`config.mk`:
```
export PLATFORM = sky130hd
export DESIGN_NAME = seq_pattern_tx_flat
export DESIGN_NICKNAME = d
export VERILOG_FILES = /design/src/rtl/seq_pattern_tx_pkg.sv /design/src/rtl/seq_pattern_tx_if.sv /design/src/rtl/seq_pattern_tx_shreg.sv /design/src/rtl/seq_pattern_tx.sv /design/src/flat_wrapper.sv
export SDC_FILE = /design/constraint.sdc
export NUM_CORES = 1
export LEC_CHECK = 0
export ABC_AREA = 1
export CAP_MARGIN = 0
export CELL_PAD_IN_SITES_DETAIL_PLACEMENT = 1
export CELL_PAD_IN_SITES_GLOBAL_PLACEMENT = 2
export CORE_AREA = 2 2 62 64
export DETAILED_ROUTE_END_ITERATION = 12
export DIE_AREA = 0 0 64 66
export PLACE_DENSITY = 0.85
export SETUP_SLACK_MARGIN = 0.15
export SLEW_MARGIN = 20
export SYNTH_ARGS = -nofsm -noshare
export SYNTH_HDL_FRONTEND = slang
export SYNTH_SLANG_ARGS = --single-unit
```
`constraint.sdc`:
```
create_clock -name clk -period 1.4 [get_ports clk]
set_input_delay 0.14 -clock clk [delete_from_list [all_inputs] [get_ports clk]]
set_output_delay 0.14 -clock clk [all_outputs]
set_load 0.01 [all_outputs]
```
`src/rtl/seq_pattern_tx_pkg.sv`:
```
// rtl/seq_pattern_tx_pkg.sv - shared types and constants for the serial pattern transmitter
// Contents: FSM state encoding, reset-time default pattern, clog2 helper.
// Optional feature macro used by the top: SEQ_TX_GAP_EN.
package seq_tx_pkg;

   typedef enum logic [1:0] {
      IDLE = 2'b00,
      SEND = 2'b01,
      GAP  = 2'b10,
      DONE = 2'b11
   } state_t;

   // Pattern sitting in the shift register after reset; never sent unless loaded.
   localparam logic [3:0] PKG_DEFAULT_PAT = 4'b0101;

   function automatic int clog2(input int n);
      int r;
      int v;
      r = 0;
      v = n - 1;
      while (v > 0) begin
         r++;
         v = v >> 1;
      end
      return r;
   endfunction

endpackage

```
`src/rtl/seq_pattern_tx_if.sv`:
```
// rtl/seq_pattern_tx_if.sv - load handshake bundle for the serial pattern transmitter
// Signals:
//   load_valid   - request to start a frame (master -> slave)
//   load_ready   - slave can accept a load this cycle (slave -> master)
//   load_pattern - PAT_W-bit pattern, MSB sent first (master -> slave)
//   load_reps    - repetition count, 0 sends nothing (master -> slave)
interface seq_pattern_tx_if #(
   parameter int PAT_W = 4,
   parameter int REP_W = 4
);
   logic             load_valid;
   logic             load_ready;
   logic [PAT_W-1:0] load_pattern;
   logic [REP_W-1:0] load_reps;

   modport master (output load_valid, output load_pattern, output load_reps, input load_ready);
   modport slave  (input load_valid, input load_pattern, input load_reps, output load_ready);
endinterface

```
`src/rtl/seq_pattern_tx_shreg.sv`:
```
// rtl/seq_pattern_tx_shreg.sv - loadable rotate-left pattern register
// Ports:
//   clk, reset - rising-edge clock, synchronous active-high reset (loads INIT)
//   load       - capture din (has priority over shift)
//   shift      - rotate left by one bit
//   din        - parallel load value
//   msb        - current bit PAT_W-1
module seq_tx_shreg #(
   parameter int PAT_W = 4,
   parameter logic [PAT_W-1:0] INIT = '0
) (
   input  logic             clk,
   input  logic             reset,
   input  logic             load,
   input  logic             shift,
   input  logic [PAT_W-1:0] din,
   output logic             msb
);
   logic [PAT_W-1:0] q;

   always_ff @(posedge clk) begin
      if (reset) begin
         q <= INIT;
      end else if (load) begin
         q <= din;
      end else if (shift) begin
         q <= {q[PAT_W-2:0], q[PAT_W-1]};
      end
   end

   assign msb = q[PAT_W-1];
endmodule

```
`src/rtl/seq_pattern_tx.sv`:
```
// rtl/seq_pattern_tx.sv - serial bit-pattern transmitter, MSB first, with repeat count
// Ports:
//   clk, reset  - rising-edge clock, synchronous active-high reset
//   load        - slave side of the load handshake (valid/ready/pattern/reps)
//   dout        - registered serial bit, 0 whenever dout_valid is low
//   dout_valid  - registered, high while a pattern bit is on dout
//   busy        - high from the cycle after acceptance until DONE exits
//   done        - one-cycle pulse when the frame completes
// Optional feature macro: SEQ_TX_GAP_EN inserts GAP_LEN idle cycles between repetitions.
module seq_pattern_tx
   import seq_tx_pkg::*;
#(
   parameter int PAT_W = 4,
   parameter int REP_W = 4,
   parameter logic [PAT_W-1:0] DEFAULT_PAT = PAT_W'(PKG_DEFAULT_PAT)
`ifdef SEQ_TX_GAP_EN
   ,parameter int GAP_LEN = 2
`endif
) (
   input  logic clk,
   input  logic reset,
   seq_pattern_tx_if.slave load,
   output logic dout,
   output logic dout_valid,
   output logic busy,
   output logic done
);
   localparam int BIT_W = clog2(PAT_W);

   state_t           state, next_state;
   logic [BIT_W-1:0] bit_cnt;
   logic [REP_W-1:0] rep_cnt, reps_q, reps_m1;
   logic             accept, last_bit, last_rep, shift, shreg_msb;
   logic [PAT_W-1:0] shreg_din;

   assign load.load_ready = (state == IDLE);
   assign accept          = load.load_valid && (state == IDLE);
   assign busy            = (state != IDLE);
   assign done            = (state == DONE);

   assign last_bit = (bit_cnt == BIT_W'(PAT_W - 1));
   assign reps_m1  = (reps_q != '0) ? reps_q - REP_W'(1) : '0;
   assign last_rep = (rep_cnt == reps_m1);

`ifdef SEQ_TX_GAP_EN
   localparam int GAP_W = clog2(GAP_LEN + 1);
   logic [GAP_W-1:0] gap_cnt;
   logic             gap_end;

   assign gap_end = (gap_cnt == GAP_W'(GAP_LEN - 1));

   always_ff @(posedge clk) begin
      if (reset || state != GAP) begin
         gap_cnt <= '0;
      end else begin
         gap_cnt <= gap_cnt + 1'b1;
      end
   end
`endif

   always_comb begin
      next_state = state;
      case (state)
         IDLE: if (load.load_valid) next_state = (load.load_reps != '0) ? SEND : DONE;
         SEND: begin
            if (last_bit) begin
               if (last_rep) begin
                  next_state = DONE;
               end else begin
`ifdef SEQ_TX_GAP_EN
                  next_state = GAP;
`else
                  next_state = SEND;
`endif
               end
            end
         end
`ifdef SEQ_TX_GAP_EN
         GAP:  if (gap_end) next_state = SEND;
`endif
         DONE: next_state = IDLE;
         default: next_state = IDLE;
      endcase
   end

   // dout is registered, so the register must already hold the bit for the
   // next cycle. The shift register is therefore kept one bit ahead of dout:
   // it is loaded pre-rotated and only advances while another bit follows.
   // After a full repetition it is back to the pattern, msb = first bit.
   assign shreg_din = {load.load_pattern[PAT_W-2:0], load.load_pattern[PAT_W-1]};
   assign shift     = (next_state == SEND) && (state != IDLE);

   seq_tx_shreg #(.PAT_W(PAT_W), .INIT(DEFAULT_PAT)) u_shreg (
      .clk   (clk),
      .reset (reset),
      .load  (accept),
      .shift (shift),
      .din   (shreg_din),
      .msb   (shreg_msb)
   );

   always_ff @(posedge clk) begin
      if (reset) begin
         state      <= IDLE;
         bit_cnt    <= '0;
         rep_cnt    <= '0;
         reps_q     <= '0;
         dout       <= 1'b0;
         dout_valid <= 1'b0;
      end else begin
         state      <= next_state;
         dout_valid <= (next_state == SEND);
         if (next_state == SEND) begin
            dout <= (state == IDLE) ? load.load_pattern[PAT_W-1] : shreg_msb;
         end else begin
            dout <= 1'b0;
         end
         if (accept) begin
            bit_cnt <= '0;
            rep_cnt <= '0;
            reps_q  <= load.load_reps;
         end else if (state == SEND) begin
            if (last_bit) begin
               bit_cnt <= '0;
               rep_cnt <= rep_cnt + 1'b1;
            end else begin
               bit_cnt <= bit_cnt + 1'b1;
            end
         end
      end
   end
endmodule

```
`src/flat_wrapper.sv`:
```
// flat-port wrapper written by rule: the top's interface ports become plain ports
module seq_pattern_tx_flat import seq_tx_pkg::*;
#(
   parameter int PAT_W = 4,
   parameter int REP_W = 4,
   parameter logic [PAT_W-1:0] DEFAULT_PAT = PAT_W'(PKG_DEFAULT_PAT)

)
  (clk, reset, dout, dout_valid, busy, done, load_load_valid, load_load_pattern, load_load_reps, load_load_ready);
  seq_pattern_tx_if #(.PAT_W(PAT_W), .REP_W(REP_W)) load_i ();
  input  logic clk;
  input  logic reset;
  output logic dout;
  output logic dout_valid;
  output logic busy;
  output logic done;
  input wire logic [$bits(load_i.load_valid)-1:0] load_load_valid;
  input wire logic [$bits(load_i.load_pattern)-1:0] load_load_pattern;
  input wire logic [$bits(load_i.load_reps)-1:0] load_load_reps;
  output wire logic [$bits(load_i.load_ready)-1:0] load_load_ready;
  assign load_i.load_valid = load_load_valid;
  assign load_i.load_pattern = load_load_pattern;
  assign load_i.load_reps = load_load_reps;
  assign load_load_ready = load_i.load_ready;
  seq_pattern_tx #(.PAT_W(PAT_W), .REP_W(REP_W), .DEFAULT_PAT(DEFAULT_PAT)) u_core (.clk(clk), .reset(reset), .load(load_i), .dout(dout), .dout_valid(dout_valid), .busy(busy), .done(done));
endmodule
```
After elaboration in Yosys (flattened, before gate mapping)
Index checks and enable logic that the tools add are counted.

storage, ports and cells
  input bits = 11
  RAM bits = 0
  register bits = 18
  bits in latches = 0
  bits in read-only memories = 0
  memories = 0

cells by class
  muxes and demuxes = 10
  reductions and logical operators = 10
  $mul = 0
  div/mod/pow operators = 0
  shift operators = 0
  magnitude comparators = 0
  bitwise logic cells = 1
  equality and inequality tests = 5
  add/subtract/negate cells = 3

operators with widths
  cell                                                                number
  4-bit 2-to-1 mux                                                    3
  2-bit 2-to-1 mux                                                    5
  4-bit nonzero test                                                  2
  4-bit by 1-bit adder with 4-bit output, second input constant       1
  2-bit by 1-bit == test with 1-bit output, second input constant     2
  2-bit == test, second input constant                                2
  4-bit == test                                                       1
  2-bit case mux with 2 select lines                                  1
  2-bit nonzero test                                                  2
  2-bit OR reduction                                                  2
  4-bit by 1-bit subtractor with 4-bit output, second input constant  1
  2-bit by 1-bit adder with 2-bit output, second input constant       1
  1-bit logical AND                                                   2
  2-bit zero test                                                     1
  2-bit AND reduction                                                 1
  1-bit 2-to-1 mux                                                    1
  1-bit inverter                                                      1

Logic depth before layout (Yosys ltp)
  depth in word-level cells = 10
  mapped depth = 12

By module
From an unflattened synthesis, not the netlist that was laid out.

unflattened totals
  cell total of the unflattened synthesis = 129
  area, all modules = 920.9 µm²

modules (own cells, without submodules)
  module          times used  seq. area each (µm²)  cells an instance  area each (µm²)
  seq_pattern_tx  1           280.3                 102                742.0
  seq_tx_shreg    1           80.1                  27                 178.9

Worst setup path before layout
Ideal clock, no wire load.

  path type = register to register
  from = register u_core.bit_cnt[0]
  to = register u_core.u_shreg.q[1]
  cell stages (with the launch flop) = 11
  slack = 115 ps
  arrival = 1171 ps
  library setup time = 114 ps
  period minus slack after synthesis = 1285 ps
  cell sequence = dfxtp_1 -> ha_1 -> inv_1 -> nor2_8 -> nand2_2 -> nor2_4 -> nand2_4 -> nand2_4 -> nand2_1 -> nand2_1 -> nor2_2

on the way
  cells in the longest elaborated chain, start to end = 6

ends and longest elaborated chain
  item                                      RTL line                    source
  start, declared                           seq_pattern_tx.sv:31        logic [BIT_W-1:0] bit_cnt;
  start signal, assigned                    seq_pattern_tx.sv:127       bit_cnt <= bit_cnt + 1'b1;
  2-bit == test                             seq_pattern_tx.sv:41        assign last_bit = (bit_cnt == BIT_W'(PAT_W - 1));
  2-bit 2-to-1 mux                          seq_pattern_tx.sv:66        if (last_bit) begin
  2-bit case mux with 2 select lines        seq_pattern_tx.sv:63        case (state)
  2-bit by 1-bit == test with 1-bit output  seq_pattern_tx.sv:91        assign shift = (next_state == SEND) && (state != IDLE);
  1-bit logical AND                         seq_pattern_tx.sv:91
  2-bit nonzero test (no source line)       n/a
  end signal, assigned                      seq_pattern_tx_shreg.sv:25  q <= din;
  end signal, assigned                      seq_pattern_tx_shreg.sv:27  q <= {q[PAT_W-2:0], q[PAT_W-1]};
  end, declared                             seq_pattern_tx_shreg.sv:19  logic [PAT_W-1:0] q;

Every way passes these cells.
A chain may end at the register's enable or synchronous reset.

Worst setup path in the final report
  from = register u_core.reps_q[0]
  to = register u_core.state[1]

on the way
  cells in the longest elaborated chain, start to end = 6

ends and longest elaborated chain
  item                                                                               RTL line               source
  start, declared                                                                    seq_pattern_tx.sv:32   logic [REP_W-1:0] rep_cnt, reps_q, reps_m1;
  start signal, assigned                                                             seq_pattern_tx.sv:121  reps_q <= load.load_reps;
  4-bit by 1-bit subtractor with 4-bit output or 4-bit nonzero test (tied branches)  seq_pattern_tx.sv:42   assign reps_m1 = (reps_q != '0) ? reps_q - REP_W'(1) : '0;
  4-bit 2-to-1 mux *                                                                 seq_pattern_tx.sv:42
  4-bit == test *                                                                    seq_pattern_tx.sv:43   assign last_rep = (rep_cnt == reps_m1);
  2-bit 2-to-1 mux *                                                                 seq_pattern_tx.sv:67   if (last_rep) begin
  2-bit 2-to-1 mux *                                                                 seq_pattern_tx.sv:66
  2-bit case mux with 2 select lines *                                               seq_pattern_tx.sv:63
  end signal, assigned                                                               seq_pattern_tx.sv:111  state <= next_state;
  end, declared                                                                      seq_pattern_tx.sv:30   state_t state, next_state;

Every way passes the cells marked *; elsewhere a longest branch is shown, timed or not.

==> results.txt <==
CTS clk-pin slew, worst paths = 0.11 ns
critical path's largest stage delay = 0.38 ns
run status = complete, no violations
setup TNS = 0 ns
Setup Skew = 0.00420 ns
DR DRC count = 0
root buffer cell = clkbuf_4
max_cap viols = 0
fill count = 427
CP Cell Sequence = nor2_4, nand2_2, nand3_2, nand3_2, nor2_4, nand2_4, buf_4, a21oi_2
Inst Count DP = 199
Syn Area/Cell = 7.12 um^2
post-DR wirelength/cell = 12.5 um
Total GRT Usage = 0.125
Worst Hold Class = reg -> reg
slowest CP cell = dfxtp_4
post-route worst setup slack = 0.0338 ns
largest net degree at the start of global routing = 11
Synth-to-Final Area Change = 46.5%
register area share after synthesis = 0.375
fin crit share = 0.976
Initial Util = 0.271
ANT nets after route = 0
core area = 3550 um^2
initial antenna violation count = 0
actual slew at the worst max-slew pin = 0.276 ns
Clk Latency, worst-skew pair = 0.29 ns
crit-path max FO = 4
row count = 22
Setup crit end kind = register
# diodes = 0
multi-input combinational cell area = 633 um^2
Synth Net Count = 148
Clock H-tree levels = 1
storage element area = 379 um^2
post-place setup slack = 0.0391 ns
GRT overflow = 0
crit path kind = reg -> reg
# nets final = 176
first-iteration detailed-routing DRC count = 10
Via Count = 931
maximum clock path buffer count = 2
hold_buf cts = 0
post-DR vias/cell = 4.43
Synth warnings = 0
post-place instance area = 1170 um^2
Slew Viols, Final = 0
fin area = 1410 um^2
DP Wirelength = 1.78 mm
CP Data Required Time = 1.63 ns
vias in the first global route = 964
die area = 4220 um^2
number of CTS-inserted buffers = 3
synth unique cells = 21
setup violators final = 0
Die H = 66 um
Critical Path AT = 1.59 ns
PortBufs = 15
unrepaired setup endpoints after global routing = yes
synthesized flop and latch total = 18
worst hold margin = 0.478 ns
PD cells = 871 nW/um^2
Gate Count Post-Synth = 135
clk sinks = 18
Finished Core Util = 0.396
Fmax = 732 MHz
CTS tree = built
Placer Congestion = 0.784
Relative slew margins = 0.816
drt first pass iters = 2
Die Width = 64 um
I/O pin total = 16
global-route wire length before repair = 4.11 mm
peak supply drop = 0.000563 V
Routed WL = 2.62 mm
share of cells above drive strength 1 = 0.401
Netlist Area Pre-Place = 961 um^2
total power = 1.23 mW
Finished Layout Cells = 210
Leak = 0.620 nW
Final Hold Fails = 0
Final min period = 1.37 ns
CP startpoint kind = register
[cells in the mapped netlist]
master | number | area share
nand2_1 | 37 | 0.14
nor3_1 | 2 | 0.010
dfxtp_1 | 18 | 0.38
o21ai_0 | 5 | 0.026
clkinv_4 | 1 | 0.0091
a211oi_1 | 1 | 0.0078
nor2_8 | 1 | 0.021
nor2_2 | 5 | 0.033
or3_1 | 1 | 0.0065
nor2_1 | 7 | 0.027
nand3_1 | 12 | 0.063
a21oi_1 | 10 | 0.052
nor2_4 | 3 | 0.035
inv_2 | 2 | 0.0078
ha_1 | 2 | 0.026
buf_6 | 1 | 0.012
nand4_1 | 1 | 0.0065
o21ai_1 | 4 | 0.021
nand2_2 | 3 | 0.020
nand2_4 | 3 | 0.035
inv_1 | 16 | 0.063
[power by group]
part / switching, mW / total (mW) / internal, mW
registers: 0.0240 / 0.570 / 0.546
logic: 0.190 / 0.328 / 0.138
clock network: 0.170 / 0.329 / 0.158
total: 0.384 / 1.23 / 0.843
[worst paths after layout]
kind | from | endpoint | slack [ns] | cells after the start
worst max register to register | u_core.reps_q[0] | u_core.state[1] | 0.03 | 8
worst min register to register | u_core.u_shreg.q[2] | u_core.u_shreg.q[2] | 0.48 | 2
worst min-delay path | u_core.u_shreg.q[2] | u_core.u_shreg.q[2] | 0.48 | 2
worst max-delay path | u_core.reps_q[0] | u_core.state[1] | 0.03 | 8
[cell usage in the layout (no fill, tap or decap), drive strengths merged]
master,count
nand2,43
inv,18
dfxtp,18
nor2,16
nand3,12
clkdlybuf4s50,10
a21oi,10
buf,10
o21ai,9
clkbuf,5
dlygate4sd2,3
ha,2
nor3,2
clkinv,1
or3,1
a211oi,1
nand4,1
[cell families after synthesis]
| logic type | Yosys count | synth area share |
|---|---|---|
| buf+inv | 20 | 0.0912 |
| flops | 18 | 0.375 |
| fa+ha+maj | 2 | 0.0260 |
| compound gates | 20 | 0.107 |
| simple gates | 75 | 0.401 |
[registers in the layout, summed over array words and instances (netlist names)]
name / flops
u_core.bit_cnt: 2
u_core.dout: 1
u_core.dout_valid: 1
u_core.rep_cnt: 4
u_core.reps_q: 4
u_core.state: 2
u_core.u_shreg.q: 4
[cell type report]
type / count / share of cell area
sequential: 18 / 0.269
timing repair buffer: 24 / 0.153
tap: 48 / 0.0427
inverter: 19 / 0.0596
clock buffer: 4 / 0.0258
multi-input combinational: 97 / 0.450
[worst max-delay path: cells and delay by family (launching register included)]
kind | cells | cell delay (ns)
and+or+nand+nor | 6 | 0.64
DFF | 1 | 0.38
buffers and inverters | 1 | 0.15
AOI/OAI and AO/OA | 1 | 0.13
[layer usage]
metal / track usage / vias to the layer above / part of all wire
met1: 0.129 / 426 / 0.40
met5: 0 / - / 0
met2: 0.245 / 15 / 0.55
met3: 0.0221 / 6 / 0.026
met4: 0.0516 / 0 / 0.022
li1: - / 484 / -
[what timing repair did]
item / CTS / global route
gates resized for setup: 26 / 31
setup buffers: 4 / 3
setup endpoints to repair: 16 / 19
pin swaps: 4 / 10
No activity file was read; power rests on OpenSTA's default activity.
